--- src/rtl/pattern_seq_ctrl.sv ---
`timescale 1ns/1ps
// pattern_seq_ctrl
//   Round-robin front end for a shared multi-cycle pattern datapath. Three
//   requesters compete for the datapath. One transaction is in flight at a time.
//   The winning vector is registered onto dp_in and launched. The result is
//   captured LAT cycles later and held until the consumer accepts it.
//
// Ports
//   blif_clk_net    in   clock, all state on the rising edge
//   blif_reset_net  in   asynchronous active-low reset
//   req_valid       in   [2:0] per-requester request
//   req_vec         in   [3*VW-1:0] requester vectors, requester i at [i*VW +: VW]
//   req_ready       out  [2:0] one-hot grant, combinational, only in IDLE
//   dp_in           out  [VW-1:0] registered vector to the datapath
//   dp_launch       out  one-cycle launch strobe
//   dp_out          in   [RW-1:0] datapath result
//   resp_valid      out  result available
//   resp_id         out  [1:0] requester owning the result
//   resp_data       out  [RW-1:0] captured result
//   resp_ready      in   consumer accepts result
//   busy            out  high whenever not IDLE
//   txn_cnt         out  [15:0] completed-transaction count, wraps
module pattern_seq_ctrl #(
    parameter int unsigned VW  = 11,
    parameter int unsigned RW  = 10,
    parameter int unsigned LAT = 1    // legal range 1..15
) (
    input  logic            blif_clk_net,
    input  logic            blif_reset_net,
    input  logic [2:0]      req_valid,
    input  logic [3*VW-1:0] req_vec,
    output logic [2:0]      req_ready,
    output logic [VW-1:0]   dp_in,
    output logic            dp_launch,
    input  logic [RW-1:0]   dp_out,
    output logic            resp_valid,
    output logic [1:0]      resp_id,
    output logic [RW-1:0]   resp_data,
    input  logic            resp_ready,
    output logic            busy,
    output logic [15:0]     txn_cnt
);

    typedef enum logic [1:0] {StIdle, StLaunch, StWait, StResp} state_e;

    localparam logic [3:0] LatM1 = 4'(LAT - 1);

    state_e          state_q, state_d;
    logic [1:0]      rr_ptr_q;
    logic [3:0]      cnt_q;
    logic [VW-1:0]   dp_in_q;
    logic [1:0]      resp_id_q;
    logic [RW-1:0]   resp_data_q;
    logic [15:0]     txn_cnt_q;

    logic [2:0]      grant;
    logic [1:0]      grant_idx;
    logic [1:0]      cand;
    logic            found;
    logic            accept;

    // Modulo-3 reduction of a value in 0..5.
    function automatic logic [1:0] wrap3(input logic [2:0] v);
        if (v >= 3'd3) begin
            return 2'(v - 3'd3);
        end
        return v[1:0];
    endfunction

    // Round-robin search starting at rr_ptr; grants only while idle.
    always_comb begin
        grant     = '0;
        grant_idx = '0;
        cand      = '0;
        found     = 1'b0;
        if (state_q == StIdle) begin
            for (int k = 0; k < 3; k++) begin
                cand = wrap3({1'b0, rr_ptr_q} + 3'(k));
                if (!found && req_valid[cand]) begin
                    grant[cand] = 1'b1;
                    grant_idx   = cand;
                    found       = 1'b1;
                end
            end
        end
    end

    assign accept = |grant;

    always_comb begin
        state_d = state_q;
        case (state_q)
            StIdle:   if (accept)          state_d = StLaunch;
            StLaunch:                      state_d = StWait;
            StWait:   if (cnt_q == 4'd0)   state_d = StResp;
            StResp:   if (resp_ready)      state_d = StIdle;
            default:                       state_d = StIdle;
        endcase
    end

    always_ff @(posedge blif_clk_net or negedge blif_reset_net) begin
        if (!blif_reset_net) begin
            state_q <= StIdle;
        end else begin
            state_q <= state_d;
        end
    end

    always_ff @(posedge blif_clk_net or negedge blif_reset_net) begin
        if (!blif_reset_net) begin
            rr_ptr_q    <= '0;
            cnt_q       <= '0;
            dp_in_q     <= '0;
            resp_id_q   <= '0;
            resp_data_q <= '0;
            txn_cnt_q   <= '0;
        end else begin
            if (accept) begin
                dp_in_q   <= req_vec[grant_idx*VW +: VW];
                resp_id_q <= grant_idx;
                rr_ptr_q  <= wrap3({1'b0, grant_idx} + 3'd1);
            end
            if (state_q == StLaunch) begin
                cnt_q <= LatM1;
            end
            // Counter reaching zero marks the edge LAT cycles after launch.
            if (state_q == StWait) begin
                if (cnt_q != 4'd0) begin
                    cnt_q <= cnt_q - 4'd1;
                end else begin
                    resp_data_q <= dp_out;
                end
            end
            if (state_q == StResp && resp_ready) begin
                txn_cnt_q <= txn_cnt_q + 16'd1;
            end
        end
    end

    assign req_ready  = grant;
    assign dp_in      = dp_in_q;
    assign dp_launch  = (state_q == StLaunch);
    assign resp_valid = (state_q == StResp);
    assign resp_id    = resp_id_q;
    assign resp_data  = resp_data_q;
    assign busy       = (state_q != StIdle);
    assign txn_cnt    = txn_cnt_q;

endmodule

--- config.mk ---
export PLATFORM = sky130hd
export DESIGN_NAME = pattern_seq_ctrl
export DESIGN_NICKNAME = d
export VERILOG_FILES = /design/src/rtl/pattern_seq_ctrl.sv
export SDC_FILE = /design/constraint.sdc
export NUM_CORES = 1
export LEC_CHECK = 0
export ABC_AREA = 1
export CORE_MARGIN = 10
export CORE_UTILIZATION = 46
export CTS_CLUSTER_SIZE = 30
export DETAILED_ROUTE_END_ITERATION = 16
export HOLD_SLACK_MARGIN = 0.12
export PLACE_DENSITY_LB_ADDON = 0.2
export SLEW_MARGIN = 15
export SYNTH_ARGS = -nofsm -noshare
export SYNTH_HDL_FRONTEND = slang
export SYNTH_SLANG_ARGS = --single-unit
--- constraint.sdc ---
create_clock -name blif_clk_net -period 2.95 [get_ports blif_clk_net]
set_input_delay 0.4425 -clock blif_clk_net [delete_from_list [all_inputs] [get_ports blif_clk_net]]
set_output_delay 0.4425 -clock blif_clk_net [all_outputs]
set_load 0.01 [all_outputs]
==> out/qor.yml <==
synthesis:
  yosysMostFrequentCell: "nand2_1"
  ys_ff_latch: 47
  syn-num-nets: 408
  synth_cell_type_count: 30
  synth_top_cell_area_share_pct: 42.3
  synthFlopType: "dfrtp_1"
  ys_seq_area_share_pct: 42.3
  synth.top_cells.by_count: "nand2_1 (100), inv_1 (59), dfrtp_1 (47)"
  ys_warn_count: 0
  synth_top_area_cell: "dfrtp_1"
  avgSynthCellArea_um2: 8.00
  synth_cells: 348
  synth_xor_area_share_pct: 4.72
  synth_async_sr_flop_share_pct: 100
  synth.area.mux_share_pct: 4.05
  synth.cell_area_mm2: 0.00278
  synth_top_family_by_area: "simple AND/OR/NAND/NOR gates"
  synth-simple-area-share_pct: 29.3
  synth_edf_count: 0
  netlist_top_cells_area: "dfrtp_1 (42%), nand2_1 (13%), inv_1 (8.0%)"
  synthAdderAreaFrac_pct: 4.95
  synth_compound_area_share_pct: 3.78
die:
  core-area_mm2: 0.00589
  placementRows: 28
  die_y_um: 97.8
  die-area_mm2: 0.00956
  start_util_pct: 47.3
  die_w_um: 97.8
  pin_count: 94
drt:
  ant_nets: 0
  wire_per_inst_um: 13.4
  via_per_inst: 4.78
  drc: 0
  firstDrtPassIters: 4
  drt_wl_total_um: 6970
  dr_total_vias: 2488
  drt_iter0_drc: 118
sta:
  final.setup.worst_slack_ps: 132
  rsz0062_at_grt: "yes"
  fin_crit_sh_pct: 95.5
  setup_tns_ps: 0
  max_freq_mhz: 355
  period_needed_ps: 2820
  finalHoldViolCount: 0
  slew_viol_final: 0
  fin_skew_ps: 4.57
  worstMarginPinSlew_ps: 428
  slew_headroom_pct: 71.4
  setup_viol: 0
setup_path:
  path_cells: "inv_1, ha_2, inv_2, nand2_1, nand3_1, nand2_4, nand3_1, nand2_1, inv_1, nand2_1, nand2_2, inv_1, clkdlybuf4s50_1"
  cpPeakStageDelay_ps: 540
  setup.worst_path.start: "rr_ptr_q[1]"
  setup.worst_path.end_class: "output port"
  cp_num_buf_inv: 5
  critPathRequiredTime_ps: 2510
  arrival_ps: 2380
  critPathLaunchType: "flop"
  slowest_stage: "clkdlybuf4s50_1"
  critPathMaxFanout: 9
  path_delay_family: "buffers and inverters"
  r2r_start: "rr_ptr_q[1]"
  path_class: "flop to output port"
power_and_ir_drop:
  clockPowerShare_pct: 13.4
  peakVddDrop_mv: 0.513
  sequentialPowerShare_pct: 27.8
  fin_total_pwr_mw: 3.60
  powerDensity_mw_per_mm2: 911
  p_int_mw: 2.10
  switching_power_mw: 1.49
  p_leak_nw: 2.04
  p_sw_share_pct: 41.6
  comb_power_share_pct: 58.8
min_path:
  worstHoldStart: "txn_cnt[15]"
  hold_class: "flop to flop"
place:
  placed_area_mm2: 0.00378
  place_ws_ps: 156
  dpl.hpwl_um: 5510
  routabilityCongestion: 0.852
  numPortBuffers: 93
global_routing:
  grt_max_degree: 48
  grt_pass1_wl_um: 11600
  grt_pass1_vias: 2401
  antenna_found_initial: 0
  grt_usage_pct: 14.2
  grt_overflow_total: 0
outcome:
  outcome: "finished clean"
layout:
  layout-drive-gt1-share_pct: 11.2
  n_antenna_cell: 0
  design_area_mm2: 0.00395
  synthToLayoutAreaGrowth_pct: 41.9
  seq_area_mm2: 0.00118
  finalCoreUtilization_pct: 67.1
  nNetsFinal: 505
  num-fill-cells: 482
  multi_input_area_mm2: 0.00133
cts:
  cts_max_path_buffers: 2
  post_cts_buffers: 0
  cts_tree: "built"
  root_buffer: "clkbuf_8"
  cts.clk_slew.worst_paths_ps: 80
  numCtsBuffers: 5
  clk_latency_ps: 290
  clkSinkCount: 47
  htreeDepth: 2
job:
  cap_violations: 0
-- registers in the layout, indices dropped and copies added (netlist names) --
register and count:
state_q 2, rr_ptr_q 2, dp_in 11, txn_cnt 16, resp_id 2, resp_data 10, cnt_q 4
-- worst paths after layout --
check | slack [ps] | depth (start not counted) | to
worst min register to register | 470 | 1 | txn_cnt[15]
worst min-delay path | 470 | 1 | txn_cnt[15]
worst max-delay path | 130 | 13 | req_ready[0]
max in group asynchronous | 1860 | 3 | rr_ptr_q[1]
min in group asynchronous | 590 | 2 | dp_in[8]
worst max register to register | 670 | 14 | rr_ptr_q[0]
-- placed cells by master (no fill, tap or decap), types with 5 or more instances in the layout --
master,netlist,final
nand2_1,100,100
clkdlybuf4s50_1,0,91
inv_1,59,59
dfrtp_1,47,47
nand3_1,38,38
nand4_1,15,15
xor2_1,10,10
mux2_2,10,10
o21ai_0,9,9
ha_1,11,9
nor2_1,7,6
clkbuf_8,0,6
inv_2,5,5
xnor2_1,5,5
buf_4,1,5
-- per-stage QoR --
stage / hold WS (ps) / instances
4_1_cts: 366 / 519
5_1_grt: 523 / 521
6_report: 470 / 521
3_3_place_gp: 461 / 511
3_5_place_dp: 466 / 511
2_1_floorplan: 147 / 348
-- power groups by stage --
stage	Clock (mW)	Combinational, mW	Sequential (mW)
after floorplan	0	1.25	1.08
after global placement	0	2.07	1.00
after detailed placement	0	2.11	1.01
after CTS	0.495	2.12	1.00
after global routing	0.528	2.38	1.03
final	0.481	2.11	1.00
-- metal layers --
| metal | up-vias | global-route usage (%) | share of wire, % |
|---|---|---|---|
| met5 | - | 0 | 0 |
| met4 | 0 | 4.03 | 1.3 |
| met3 | 7 | 4.09 | 5.9 |
| met2 | 57 | 23.0 | 48 |
| met1 | 1139 | 18.0 | 45 |
| li1 | 1285 | - | - |
-- timing repair --
item / in CTS / in global routing
endpoints found under the hold margin: 0 / 15
resized for setup: 1 / 5
setup endpoints to repair: 1 / 3
hold buffers: 0 / 1
-- kinds of logic after synthesis --
kind of cell             after synthesis
multiplexers                          10
adder cells (fa/ha/maj)               11
AND/OR/NAND/NOR                      174
buffers and inverters                 74
XOR/XNOR                              15
AO/OA/AOI/OAI                         17
flip-flops                            47
-- area by class of cell --
cell class,instances,area share [%]
Multi-Input combinational cell,227,33.6
Sequential cell,47,29.8
Timing Repair Buffer,100,25.2
Inverter,64,6.08
Tap cell,75,2.38
Clock buffer,6,2.09
Clock inverter,2,0.887
(Power assumes the default switching activity.)
